`config.mk`:
```
export PLATFORM = sky130hd
export DESIGN_NAME = frame_rx
export DESIGN_NICKNAME = d
export VERILOG_FILES = /design/src/rtl/frame_pkg.sv /design/src/rtl/frame_rx_hold.sv /design/src/rtl/frame_rx.sv
export SDC_FILE = /design/constraint.sdc
export NUM_CORES = 1
export LEC_CHECK = 0
export ABC_AREA = 1
export CAP_MARGIN = 30
export CELL_PAD_IN_SITES_DETAIL_PLACEMENT = 1
export CELL_PAD_IN_SITES_GLOBAL_PLACEMENT = 1
export CORE_ASPECT_RATIO = 1.4
export CORE_MARGIN = 3
export CORE_UTILIZATION = 25
export CTS_BUF_LIST = sky130_fd_sc_hd__clkbuf_16
export DETAILED_ROUTE_END_ITERATION = 8
export MAX_ROUTING_LAYER = met4
export PLACE_DENSITY_LB_ADDON = 0.1
export SLEW_MARGIN = 5
export SYNTH_ARGS = -nofsm -noshare
export SYNTH_HDL_FRONTEND = slang
export SYNTH_SLANG_ARGS = --single-unit
export TNS_END_PERCENT = 100
```
`constraint.sdc`:
```
create_clock -name clk_serial_bits -period 3.7 [get_ports clk_serial_bits]
set_input_delay 0.74 -clock clk_serial_bits [delete_from_list [all_inputs] [get_ports clk_serial_bits]]
set_output_delay 0.74 -clock clk_serial_bits [all_outputs]
set_load 0.02 [all_outputs]
```
`src/rtl/frame_pkg.sv`:
```
// Shared definitions for the serial frame generator and receiver: FSM state
// encoding, line idle level and the even-parity helper.
package frame_pkg;

    typedef enum logic [1:0] {
        IDLE   = 2'd0,
        DATA   = 2'd1,
        PARITY = 2'd2,
        STOP   = 2'd3
    } frame_state_t;

    localparam logic IDLE_LEVEL = 1'b1;

    // Value of the parity bit that makes the total count of ones even.
    function automatic logic even_parity(input logic [31:0] bits);
        return ^bits;
    endfunction

endpackage

```
`src/rtl/frame_rx_hold.sv`:
```
// One-deep holding register for frame_rx: captures a completed word and its
// error flags, runs the rx_valid/rx_ack handshake and tracks dropped frames.
module frame_rx_hold #(
    parameter int DATA_W = 12
) (
    input  logic              clk_serial_bits,
    input  logic              rst,
    input  logic              done,
    input  logic [DATA_W-1:0] done_word,
    input  logic              done_frame_err,
    input  logic              done_parity_err,
    input  logic              rx_ack,
    output logic [DATA_W-1:0] rx_word,
    output logic              rx_valid,
    output logic              frame_err,
    output logic              parity_err,
    output logic              overrun
);

    // NOTE: non-blocking assignments so every flop sees pre-edge values,
    // regardless of statement order or which block reads them.
    // NOTE: the held word is reset as well, so a consumer never sees stale data.
    always_ff @(posedge clk_serial_bits or negedge rst) begin
        if (!rst) begin
            rx_word    <= '0;
            rx_valid   <= 1'b0;
            frame_err  <= 1'b0;
            parity_err <= 1'b0;
            overrun    <= 1'b0;
        end else if (done) begin
            if (!rx_valid || rx_ack) begin
                rx_word    <= done_word;
                frame_err  <= done_frame_err;
                parity_err <= done_parity_err;
                rx_valid   <= 1'b1;
                overrun    <= 1'b0;
            end else begin
                // Consumer still holds the previous word: drop the new one.
                overrun <= 1'b1;
            end
        end else if (rx_valid && rx_ack) begin
            rx_valid <= 1'b0;
            overrun  <= 1'b0;
        end
    end

endmodule

```
`src/rtl/frame_rx.sv`:
```
// Serial frame receiver: start bit, DATA_W data bits LSB first, optional even
// parity bit (macro FRAME_PARITY_EN), STOP_BITS stop bits; one sample per bit.
module frame_rx #(
    parameter int DATA_W    = 12,
    parameter int STOP_BITS = 1
) (
    input  logic              rst,
    input  logic              clk_serial_bits,
    input  logic              signal,
    input  logic              rx_ack,
    output logic [DATA_W-1:0] rx_word,
    output logic              rx_valid,
    output logic              frame_err,
    output logic              parity_err,
    output logic              overrun,
    output logic              busy
);

    import frame_pkg::*;

    localparam int MAX_W = (DATA_W > STOP_BITS) ? DATA_W : STOP_BITS;
    localparam int CNT_W = (MAX_W > 1) ? $clog2(MAX_W) : 1;
    localparam logic [CNT_W-1:0] DATA_LAST = CNT_W'(DATA_W - 1);
    localparam logic [CNT_W-1:0] STOP_LAST = CNT_W'(STOP_BITS - 1);

    frame_state_t      state, state_next;
    logic [CNT_W-1:0]  bit_cnt, cnt_next;
    logic [DATA_W-1:0] shift_reg, shift_next;
    logic              done, done_frame_err, done_parity_err;

    // NOTE: every combinational output is given a default first, so no path
    // through the case statement can leave one unassigned and infer a latch.
    always_comb begin
        state_next     = state;
        cnt_next       = bit_cnt;
        shift_next     = shift_reg;
        done           = 1'b0;
        done_frame_err = 1'b0;
        case (state)
            IDLE: begin
                if (signal != IDLE_LEVEL) begin
                    state_next = DATA;
                    cnt_next   = '0;
                    shift_next = '0;
                end
            end
            DATA: begin
                // Bits arrive LSB first; after DATA_W shifts bit k sits at index k.
                shift_next = (shift_reg >> 1) | (DATA_W'(signal) << (DATA_W - 1));
                if (bit_cnt == DATA_LAST) begin
`ifdef FRAME_PARITY_EN
                    state_next = PARITY;
`else
                    state_next = STOP;
                    cnt_next   = '0;
`endif
                end else begin
                    cnt_next = bit_cnt + CNT_W'(1);
                end
            end
`ifdef FRAME_PARITY_EN
            PARITY: begin
                state_next = STOP;
                cnt_next   = '0;
            end
`endif
            STOP: begin
                if (signal != IDLE_LEVEL) begin
                    // A low stop bit ends the frame here; it is not a new start bit.
                    done           = 1'b1;
                    done_frame_err = 1'b1;
                    state_next     = IDLE;
                end else if (bit_cnt == STOP_LAST) begin
                    done       = 1'b1;
                    state_next = IDLE;
                end else begin
                    cnt_next = bit_cnt + CNT_W'(1);
                end
            end
            default: state_next = IDLE;
        endcase
    end

    always_ff @(posedge clk_serial_bits or negedge rst) begin
        if (!rst) begin
            state     <= IDLE;
            bit_cnt   <= '0;
            shift_reg <= '0;
            busy      <= 1'b0;
        end else begin
            state     <= state_next;
            bit_cnt   <= cnt_next;
            shift_reg <= shift_next;
            busy      <= (state_next != IDLE);
        end
    end

`ifdef FRAME_PARITY_EN
    logic par_err_q;

    always_ff @(posedge clk_serial_bits or negedge rst) begin
        if (!rst) begin
            par_err_q <= 1'b0;
        end else if (state == PARITY) begin
            par_err_q <= (signal != even_parity(32'(shift_reg)));
        end
    end

    assign done_parity_err = par_err_q;
`else
    assign done_parity_err = 1'b0;
`endif

    frame_rx_hold #(
        .DATA_W (DATA_W)
    ) u_hold (
        .clk_serial_bits (clk_serial_bits),
        .rst             (rst),
        .done            (done),
        .done_word       (shift_reg),
        .done_frame_err  (done_frame_err),
        .done_parity_err (done_parity_err),
        .rx_ack          (rx_ack),
        .rx_word         (rx_word),
        .rx_valid        (rx_valid),
        .frame_err       (frame_err),
        .parity_err      (parity_err),
        .overrun         (overrun)
    );

endmodule

```
==> impl_metrics.ini <==
[placement]
gp_congestion = 0.778
io_buffers = 19
hpwl_um = 2130
dp_slack_ns = 1.40
placed_area_sq_mm = 0.00170
dp_cells = 228

[global_route]
grt_pass1_vias = 1096
grt_pass1_wl_um = 5020
grt_use_total = 0.0981
busiest_layer = met2
met3_usage = 0.0293
antenna_found_initial = 0
grt-ovfl-total = 0
grt_use_met2 = 0.168
grt_max_degree = 35
global_route.usage.met1 = 0.104

[critical_path]
r2r_slack_ns = 2.13
worstPathRequired_ns = 3.91
r2r_start = state[0]$_DFF_PN0_
reg2reg_to = bit_cnt[1]$_DFFE_PN0P_
cp_top_family = buffers and inverters
cp_max_fo = 13
path_depth = 6
critPathCapture = bit_cnt[1]$_DFFE_PN0P_
startpoint = signal
start_kind = primary input
crit_chain = clkdlybuf4s50_1, a21oi_2, inv_2, nand2_2, nand3_1, nand2_1
max_stage_delay_ns = 0.54
cp.buffers_inverters = 2
end_kind = flip-flop
ff2ff_path_depth = 6
crit_slowest_cell = a21oi_2
crit_type = in -> reg
worstPathArrival_ns = 2.23

[cts]
cts_resized = 0
path_clk_slew_ns = 0.05
post-cts-setup-buffers = 0
htree_levels = 2
cts_made_buffers = 5
clock-root-buffer = clkbuf_16
clock_path_buffers = 2
cts_hold_buf = 0
insertion_delay_ns = 0.27
clkSinkCount = 34
cts_tree = yes

[route]
drt_first_pass_iters = 3
dr_total_vias = 1039
vias_per_cell = 4.40
drt_iter0_drc = 23
ant_nets = 0
drt-wirelength-per-cell_um = 12.5
drc_errors = 0
wl_um = 2940

[timing]
fin_crit_sh = 0.545
setup_viol = 0
worstMarginPinSlew_ns = 0.619
final-hold-violation-count = 0
clock_skew_ns = 0.00590
setup_slack_ns = 1.68
tns_ns = 0
rsz0062_at_grt = no
worst_slew_margin_rel = 0.587
holdWs_ns = 0.474
fmax_mhz = 496
period_minus_slack_ns = 2.02
slew_violations = 0

[yosys]
syn_nets = 151
ys_async_sr_fraction = 1.00
synth_cells = 145
yosysTopAreaCell = dfrtp_1
yosysMostFrequentCell = dfrtp_1
synth_common_cells = dfrtp_1, nand2_1, inv_1
syn_area_sq_mm = 0.00146
avgSynthCellArea_sq_um = 10.1
synthTopCellsByArea = dfrtp_1, nand2_1, o21ai_2
synth-seq-area-share = 0.584
ys_warn_count = 0
synthDistinctLibCells = 21
synth_top_area_share = 0.584
synth_enable_flop_cells = 0
ys_ff_latch = 34
synthFlopType = dfrtp_1

[floorplan]
die_w_um = 70.5
start_util = 0.262
rows = 32
ios = 21
die_y_um = 96.4
core_sq_mm = 0.00557
die_area_sq_mm = 0.00680

[finish]
postLayoutCellArea_sq_mm = 0.00186
stdcell_count = 236
drive_gt1_frac = 0.173
area_delta_synth_final_pct = 27.6
antenna_cells = 0
nNetsFinal = 173

[flow_run]
cap_viol_max_count = 0

[power]
p_leak_nw = 0.906
peakVddDrop_v = 0.000359
power_per_cell_area_mw_per_mm2 = 1020

[run_status]
outcome = finished clean

[hold_path]
hold_path.class = reg -> reg
==> tightest hold or removal path, stage by stage, from the launching register on <==
cell,delay (ns)
dfrtp_1,0.34
nand2_1,0.06
nand2_1,0.05
==> power breakdown <==
group / internal (W) / switching (W) / leakage [nW]
sequential: 0.000550 / 0.0000972 / 0.410
clock: 0.000312 / 0.000144 / 0.0864
combinational: 0.000326 / 0.000459 / 0.410
==> logic make-up after synthesis <==
group	count (synthesis)	synth area share
adder cells (fa/ha/maj)	2	0.0172
other	1	0.00257
AND/OR/NAND/NOR	54	0.173
flip-flops	34	0.584
buffers and inverters	27	0.0867
AO/OA/AOI/OAI	27	0.137
==> layout by cell type, fill, tap and decap left out <==
master and instances:
nor2_2 2, inv_1 22, nand2_1 31, o22ai_1 13
conb_1 1, nand2_2 4, buf_4 1, nand3b_1 1
a21oi_1 1, inv_2 2, dfrtp_1 34, o21ai_2 12
bufinv_16 1, nand3_4 1, nand3_1 11, a21oi_2 1
ha_1 2, nand4_1 1, nor2_1 3, clkdlybuf4s50_1 19
clkbuf_16 5
==> worst min path at each step <==
stage / from / endpoint / slack [ns] / cells past startpoint
floorplan: rst / bit_cnt[0]$_DFFE_PN0P_ / 0.44 / 0
global placement: u_hold.frame_err$_DFFE_PN0P_ / u_hold.frame_err$_DFFE_PN0P_ / 0.46 / 2
detailed placement: u_hold.frame_err$_DFFE_PN0P_ / u_hold.frame_err$_DFFE_PN0P_ / 0.47 / 2
CTS: u_hold.frame_err$_DFFE_PN0P_ / u_hold.frame_err$_DFFE_PN0P_ / 0.48 / 2
global route: u_hold.frame_err$_DFFE_PN0P_ / u_hold.frame_err$_DFFE_PN0P_ / 0.50 / 2
finish: u_hold.frame_err$_DFFE_PN0P_ / u_hold.frame_err$_DFFE_PN0P_ / 0.47 / 2
==> per-layer routing <==
layer	wire, um	vias to the layer above	share of wire
li1	-	509	-
met1	1230	510	0.42
met2	1540	14	0.52
met3	112	6	0.038
met4	60	0	0.020
met5	0	-	0
==> stage by stage <==
stage	total power, W	util
2_1_floorplan	0.00118	-
4_1_cts	0.00193	0.334
3_5_place_dp	0.00146	0.305
6_report	0.00189	0.334
5_1_grt	0.00203	0.334
3_3_place_gp	0.00143	0.305
==> final cells by class <==
type / instances / area (sq um)
inverters: 22 / 82.6
multi-input cells: 84 / 480
fillers: 636 / 3710
clock buffers: 5 / 125
well taps: 68 / 85.1
repair buffers: 20 / 198
flip-flops and latches: 34 / 851
clock inverters: 3 / 37.5
Power figures use the tool's default switching activity.
==> RTL change 1: new RTL, same flow settings <==
`DATA_W` is set to 12 in 2 places; all go to 24.
--- a/src/rtl/frame_rx_hold.sv
+++ b/src/rtl/frame_rx_hold.sv
@@ -1,7 +1,7 @@
 // One-deep holding register for frame_rx: captures a completed word and its
 // error flags, runs the rx_valid/rx_ack handshake and tracks dropped frames.
 module frame_rx_hold #(
-    parameter int DATA_W = 12
+    parameter int DATA_W = 24
 ) (
     input  logic              clk_serial_bits,
     input  logic              rst,
--- a/src/rtl/frame_rx.sv
+++ b/src/rtl/frame_rx.sv
@@ -1,7 +1,7 @@
 // Serial frame receiver: start bit, DATA_W data bits LSB first, optional even
 // parity bit (macro FRAME_PARITY_EN), STOP_BITS stop bits; one sample per bit.
 module frame_rx #(
-    parameter int DATA_W    = 12,
+    parameter int DATA_W    = 24,
     parameter int STOP_BITS = 1
 ) (
     input  logic              rst,
Interface: changed (resized rx_word); port bits go from 21 to 33. The function was not compared with the original's and may differ.
==> RTL change 1 against the original RTL <==
Final area up 72%. Global-route usage is 0.99 points higher. Total power increased by 69%. Synthesized area up 71%. Non-clock buffer count rose by 14. Worst setup slack worse by 0.18 ns. Sequential cell count increased by 25. Core utilization barely moved. First-iteration DRC count is 130% higher. Wire length up 81%. Critical path type unchanged.
==> RTL change 1: results (changes against the original RTL) <==
Status
  • Outcome: complete, no violations (unchanged)

Critical path
  • Slowest stage cell, crit path: sky130_fd_sc_hd__nand3_4 (was sky130_fd_sc_hd__a21oi_2)
  • FF-to-FF setup slack: 1.65 ns (was 2.13 ns)
  • RR Endpoint: u_hold.rx_word[3] (was bit_cnt[1])
  • CP max stage delay: 0.61 ns (was 0.54 ns)
  • FF-to-FF Start: bit_cnt[0] (was state[0])
  • Arrival @ worst endpoint: 2.38 ns (was 2.23 ns)
  • Largest fanout on the critical path: 50 (was 13)
  • Depth of the worst register-to-register path: 7 (was 6)

Place
  • PortBufs: 31 (was 19)
  • DP Wirelength: 3520 um (was 2130 um)
  • Post-place instance area: 0.00291 mm^2 (was 0.00170 mm^2)
  • Final Wtd Congestion: 0.684 (was 0.778)

Yosys
  • Count of synthesis-stage warnings from yosys: 0 (unchanged)
  • Area contributors post-synth: sky130_fd_sc_hd__dfrtp_1, sky130_fd_sc_hd__o21ai_2, sky130_fd_sc_hd__nand2_1 (was sky130_fd_sc_hd__dfrtp_1, sky130_fd_sc_hd__nand2_1, sky130_fd_sc_hd__o21ai_2)
  • Synth top cells by count: sky130_fd_sc_hd__dfrtp_1, sky130_fd_sc_hd__nand2_1, sky130_fd_sc_hd__inv_1 (unchanged)
  • Distinct cells, synth: 20 (was 21)
  • Share of the yosys chip area belonging to registers: 59.2% (was 58.4%)

Global route
  • GR met3 Demand/Resource: 3.56% (was 2.93%)
  • Total routing resource utilization after global routing: 10.8% (was 9.81%)
  • Pin count of the biggest net entering global routing: 51 (was 35)
  • Grt met2 use: 17.6% (was 16.8%)
  • Global-route wire length before repair: 8910 um (was 5020 um)
  • Met1 Resource Use GR: 11.7% (was 10.4%)
  • Vias in the first global route: 1749 (was 1096)

Cells and area
  • Number of nets in the layout: 278 (was 173)
  • Number of fillers in the final layout: 1069 (was 636)
  • Fraction of final layout cells with drive strength greater than 1: 22.7% (was 17.3%)

Route
  • First-iteration detailed-routing DRC count: 53 (was 23)
  • DR WL/cell: 13.0 um (was 12.5 um)
  • Via-per-instance ratio: 4.24 (was 4.40)

CTS
  • Root buffer selected by CTS: sky130_fd_sc_hd__clkbuf_16 (unchanged)
  • Number of buffers inserted during clock tree synthesis: 9 (was 5)
  • Worst-Skew Late Latency: 0.32 ns (was 0.27 ns)
  • Number of levels in the clock H-tree: 3 (was 2)

STA
  • Worst setup skew after layout: 0.00708 ns (was 0.00590 ns)
  • Tightest hold margin: 0.453 ns (was 0.474 ns)
  • Worst rel slew slack: 45.6% (was 58.7%)

Worst hold path
  • Hold Crit Class: in -> async (was reg -> reg)

Power
  • Largest voltage drop on the vdd net: 0.000281 V (was 0.000359 V)
  • Leakage component of the power: 1.48 nW (was 0.906 nW)
==> RTL change 1: cell type report <==
type                       instances  area share (%)
timing repair buffer              34            10.9
multi-input combinational        133            24.7
clock buffer                       9            7.05
clock inverter                     7            1.88
sequential                        59            46.2
tap                              132            5.17
inverter                          35            4.15
==> RTL change 1: how the worst max path moves through the flow <==
| stage | from | endpoint | slack, ns | cells after the start |
|---|---|---|---|---|
| detailed placement | rx_ack | u_hold.rx_word[3] | 1.15 | 6 |
| CTS | rx_ack | u_hold.rx_word[3] | 1.50 | 6 |
| finish | rx_ack | u_hold.rx_word[3] | 1.50 | 6 |
| global route | rx_ack | u_hold.rx_word[22] | 1.39 | 6 |
| floorplan | signal | shift_reg[10] | 2.22 | 5 |
| global placement | rx_ack | u_hold.overrun | 1.20 | 6 |
==> RTL change 1: kinds of logic (layout without fill, tap and decap cells) <==
group	after synthesis	in the layout	synth area share [%]
other	1	1	0.150
buffers and inverters	46	85	9.14
adder cells (fa/ha/maj)	2	2	1.00
AO/OA/AOI/OAI	53	53	15.9
flip-flops	59	59	59.2
AND/OR/NAND/NOR	77	77	14.6
==> RTL change 1: metrics by stage <==
stage	instances	worst slack, ns	utilization [%]	total power [mW]
5_1_grt	409	1.39	33.4	3.43
4_1_cts	409	1.50	33.4	3.26
2_1_floorplan	238	2.22	-	1.95
6_report	409	1.50	33.4	3.19
3_3_place_gp	392	1.20	30.1	2.40
3_5_place_dp	393	1.15	30.4	2.44
==> RTL change 1: critical path, delay by kind of cell <==
| family | cells | cell delay (ns) |
|---|---|---|
| compound gates | 1 | 0.07 |
| buf+inv | 2 | 0.51 |
| simple gates | 3 | 1.03 |
==> RTL change 1: power breakdown <==
group / switching [mW] / total (mW) / internal, mW
clock: 0.280 / 0.792 / 0.511
combinational: 0.708 / 1.27 / 0.567
sequential: 0.171 / 1.12 / 0.951
==> RTL change 1: routing by layer <==
metal  up-vias  wire length, um
li1        849                -
met4         0               78
met5         -                0
met3         5              179
met1       855             2280
met2        26             2790
==> RTL change 2: new RTL, same settings <==
Made on the original files. Re-encode `frame_state_t` (4 states) as one-hot, 4 bits wide.
--- a/src/rtl/frame_pkg.sv
+++ b/src/rtl/frame_pkg.sv
@@ -2,11 +2,11 @@
 // encoding, line idle level and the even-parity helper.
 package frame_pkg;
 
-    typedef enum logic [1:0] {
-        IDLE   = 2'd0,
-        DATA   = 2'd1,
-        PARITY = 2'd2,
-        STOP   = 2'd3
+    typedef enum logic [3:0] {
+        IDLE   = 4'b0001,
+        DATA   = 4'b0010,
+        PARITY = 4'b0100,
+        STOP   = 4'b1000
     } frame_state_t;
 
     localparam logic IDLE_LEVEL = 1'b1;
Formal check against the unedited RTL: same outputs for any inputs over 10 cycles, from zero or initial values and one cycle with rst low; not proved beyond that.
==> RTL change 2 against the original RTL <==
Via count is 9.8% higher. Worst setup slack gained 0.0075 ns. Wire length increased by 19%. Core utilization is 1.4 points lower. Sequential cell count up 2. Final area is 7.6% higher. Synthesized area grew 11%.
Power is not compared: it rests on default switching activity, and its combinational part moved more than twofold at a synthesized area within 25%.
==> RTL change 2: results (changes against the original RTL) <==
Global route
  • Total routing resource utilization after global routing: 11.7% (was 9.81%)
  • Global-route wire length before repair: 6330 um (was 5020 um)
  • Number of antenna violations at the first check in global routing: 0 (unchanged)
  • Vias in the first global route: 1249 (was 1096)
  • Pin count of the biggest net entering global routing: 37 (was 35)

Route
  • Total wire length: 3490 um (was 2940 um)
  • Detailed Routing Iterations Pass 1: 4 (was 3)
  • First-iteration detailed-routing DRC count: 70 (was 23)
  • Total number of vias: 1141 (was 1039)

Critical path
  • Critical path's top delay family: buffers and inverters (unchanged)
  • Slowest stage cell, crit path: sky130_fd_sc_hd__clkdlybuf4s50_1 (was sky130_fd_sc_hd__a21oi_2)
  • CP max stage delay: 0.62 ns (was 0.54 ns)
  • Arrival @ worst endpoint: 1.27 ns (was 2.23 ns)
  • Largest fanout on the critical path: 2 (was 13)

Yosys
  • Area contributors post-synth: sky130_fd_sc_hd__dfrtp_1, sky130_fd_sc_hd__o21ai_2, sky130_fd_sc_hd__nand2_1 (was sky130_fd_sc_hd__dfrtp_1, sky130_fd_sc_hd__nand2_1, sky130_fd_sc_hd__o21ai_2)
  • Share of the yosys chip area belonging to registers: 55.8% (was 58.4%)
  • Distinct cells, synth: 26 (was 21)
  • Count of synthesis-stage warnings from yosys: 0 (unchanged)
  • Synth top cells by count: sky130_fd_sc_hd__dfrtp_1, sky130_fd_sc_hd__nand2_1, sky130_fd_sc_hd__inv_1 (unchanged)
  • Ys flop type: sky130_fd_sc_hd__dfrtp_1 (unchanged)
  • Share of flip-flops with an asynchronous set or reset after synthesis: 100% (unchanged)

CTS
  • CTS Buffer Depth: 2 (unchanged)
  • Post-CTS Setup Bufs: 0 (unchanged)
  • Worst-Skew Late Latency: 0.28 ns
  • Post-cts sizing count: 0 (unchanged)
  • Clock edge transition at the registers on the reported setup and hold paths: 0.05 ns (about the same)
  • Root buffer selected by CTS: sky130_fd_sc_hd__clkbuf_16 (unchanged)
  • Number of buffers inserted during clock tree synthesis: 5 (unchanged)
  • Number of levels in the clock H-tree: 2 (unchanged)

Power
  • Largest voltage drop on the vdd net: 0.000160 V
  • Leakage component of the power: 0.918 nW
  • Switching part of the total power: 22.0%

Cells and area
  • Fraction of final layout cells with drive strength greater than 1: 25.3% (was 17.3%)
  • Number of nets in the layout: 187 (was 173)
  • ANT cells: 0 (unchanged)

Worst hold path
  • Hold Crit Class: reg -> reg (unchanged)

Place
  • DP Wirelength: 2560 um (was 2130 um)
  • PortBufs: 19 (unchanged)
  • Final Wtd Congestion: 0.801 (was 0.778)
  • Worst setup slack before clock tree synthesis: 1.51 ns (was 1.40 ns)

Status
  • Outcome: complete, no violations (unchanged)

STA
  • Worst setup skew after layout: 0.00495 ns (was 0.00590 ns)
  • Setup-failing EPs final: 0 (unchanged)
-- RTL change 2: final cells by class --
class                      instances  area (um^2)
clock buffer                       5          125
clock inverter                     3         13.8
fill                             707         4250
inverter                          26          100
multi-input combinational         92          572
sequential                        36          902
tap                               72         90.1
timing repair buffer              20          198
-- RTL change 2: through the flow --
step | instance area (um^2) | std cells
3_3_place_gp | 1860 | 246
3_5_place_dp | 1860 | 246
4_1_cts | 2000 | 254
6_report | 2000 | 254
2_1_floorplan | 1620 | 159
5_1_grt | 2000 | 254
-- RTL change 2: logic make-up after synthesis --
group / Yosys count / synth area share, %
compound gates: 29 / 12.8
xor+xnor: 1 / 0.542
fa+ha+maj: 2 / 1.55
buf+inv: 31 / 9.06
flops: 36 / 55.8
other cells: 1 / 0.232
simple gates: 58 / 20.0
-- RTL change 2: routing by layer --
layer	track usage, %	wire length (um)
met3	2.98	126
met2	19.4	1920
met5	-	0
met4	5.72	103
met1	12.7	1340
-- RTL change 2: power by group through the flow --
stage / logic [mW] / clock network [mW] / registers [mW]
detailed placement: 0.0385 / 0 / 0.409
global placement: 0.0372 / 0 / 0.409
global route: 0.0423 / 0.436 / 0.402
CTS: 0.0386 / 0.413 / 0.402
finish: 0.0368 / 0.399 / 0.402
floorplan: 0.0206 / 0 / 0.409
-- RTL change 2: path summary, 6_finish.rpt --
check,to,depth (start not counted),startpoint,slack [ns]
hold reg to reg,u_hold.rx_word[11],2,u_hold.rx_word[11],0.48
hold / removal,u_hold.rx_word[11],2,u_hold.rx_word[11],0.48
setup / recovery,rx_valid,1,u_hold.rx_valid,1.69
min in group asynchronous,u_hold.rx_valid,2,rst,0.88
max in group asynchronous,state[0],2,rst,2.47
setup reg to reg,u_hold.rx_word[1],7,bit_cnt[0],2.09
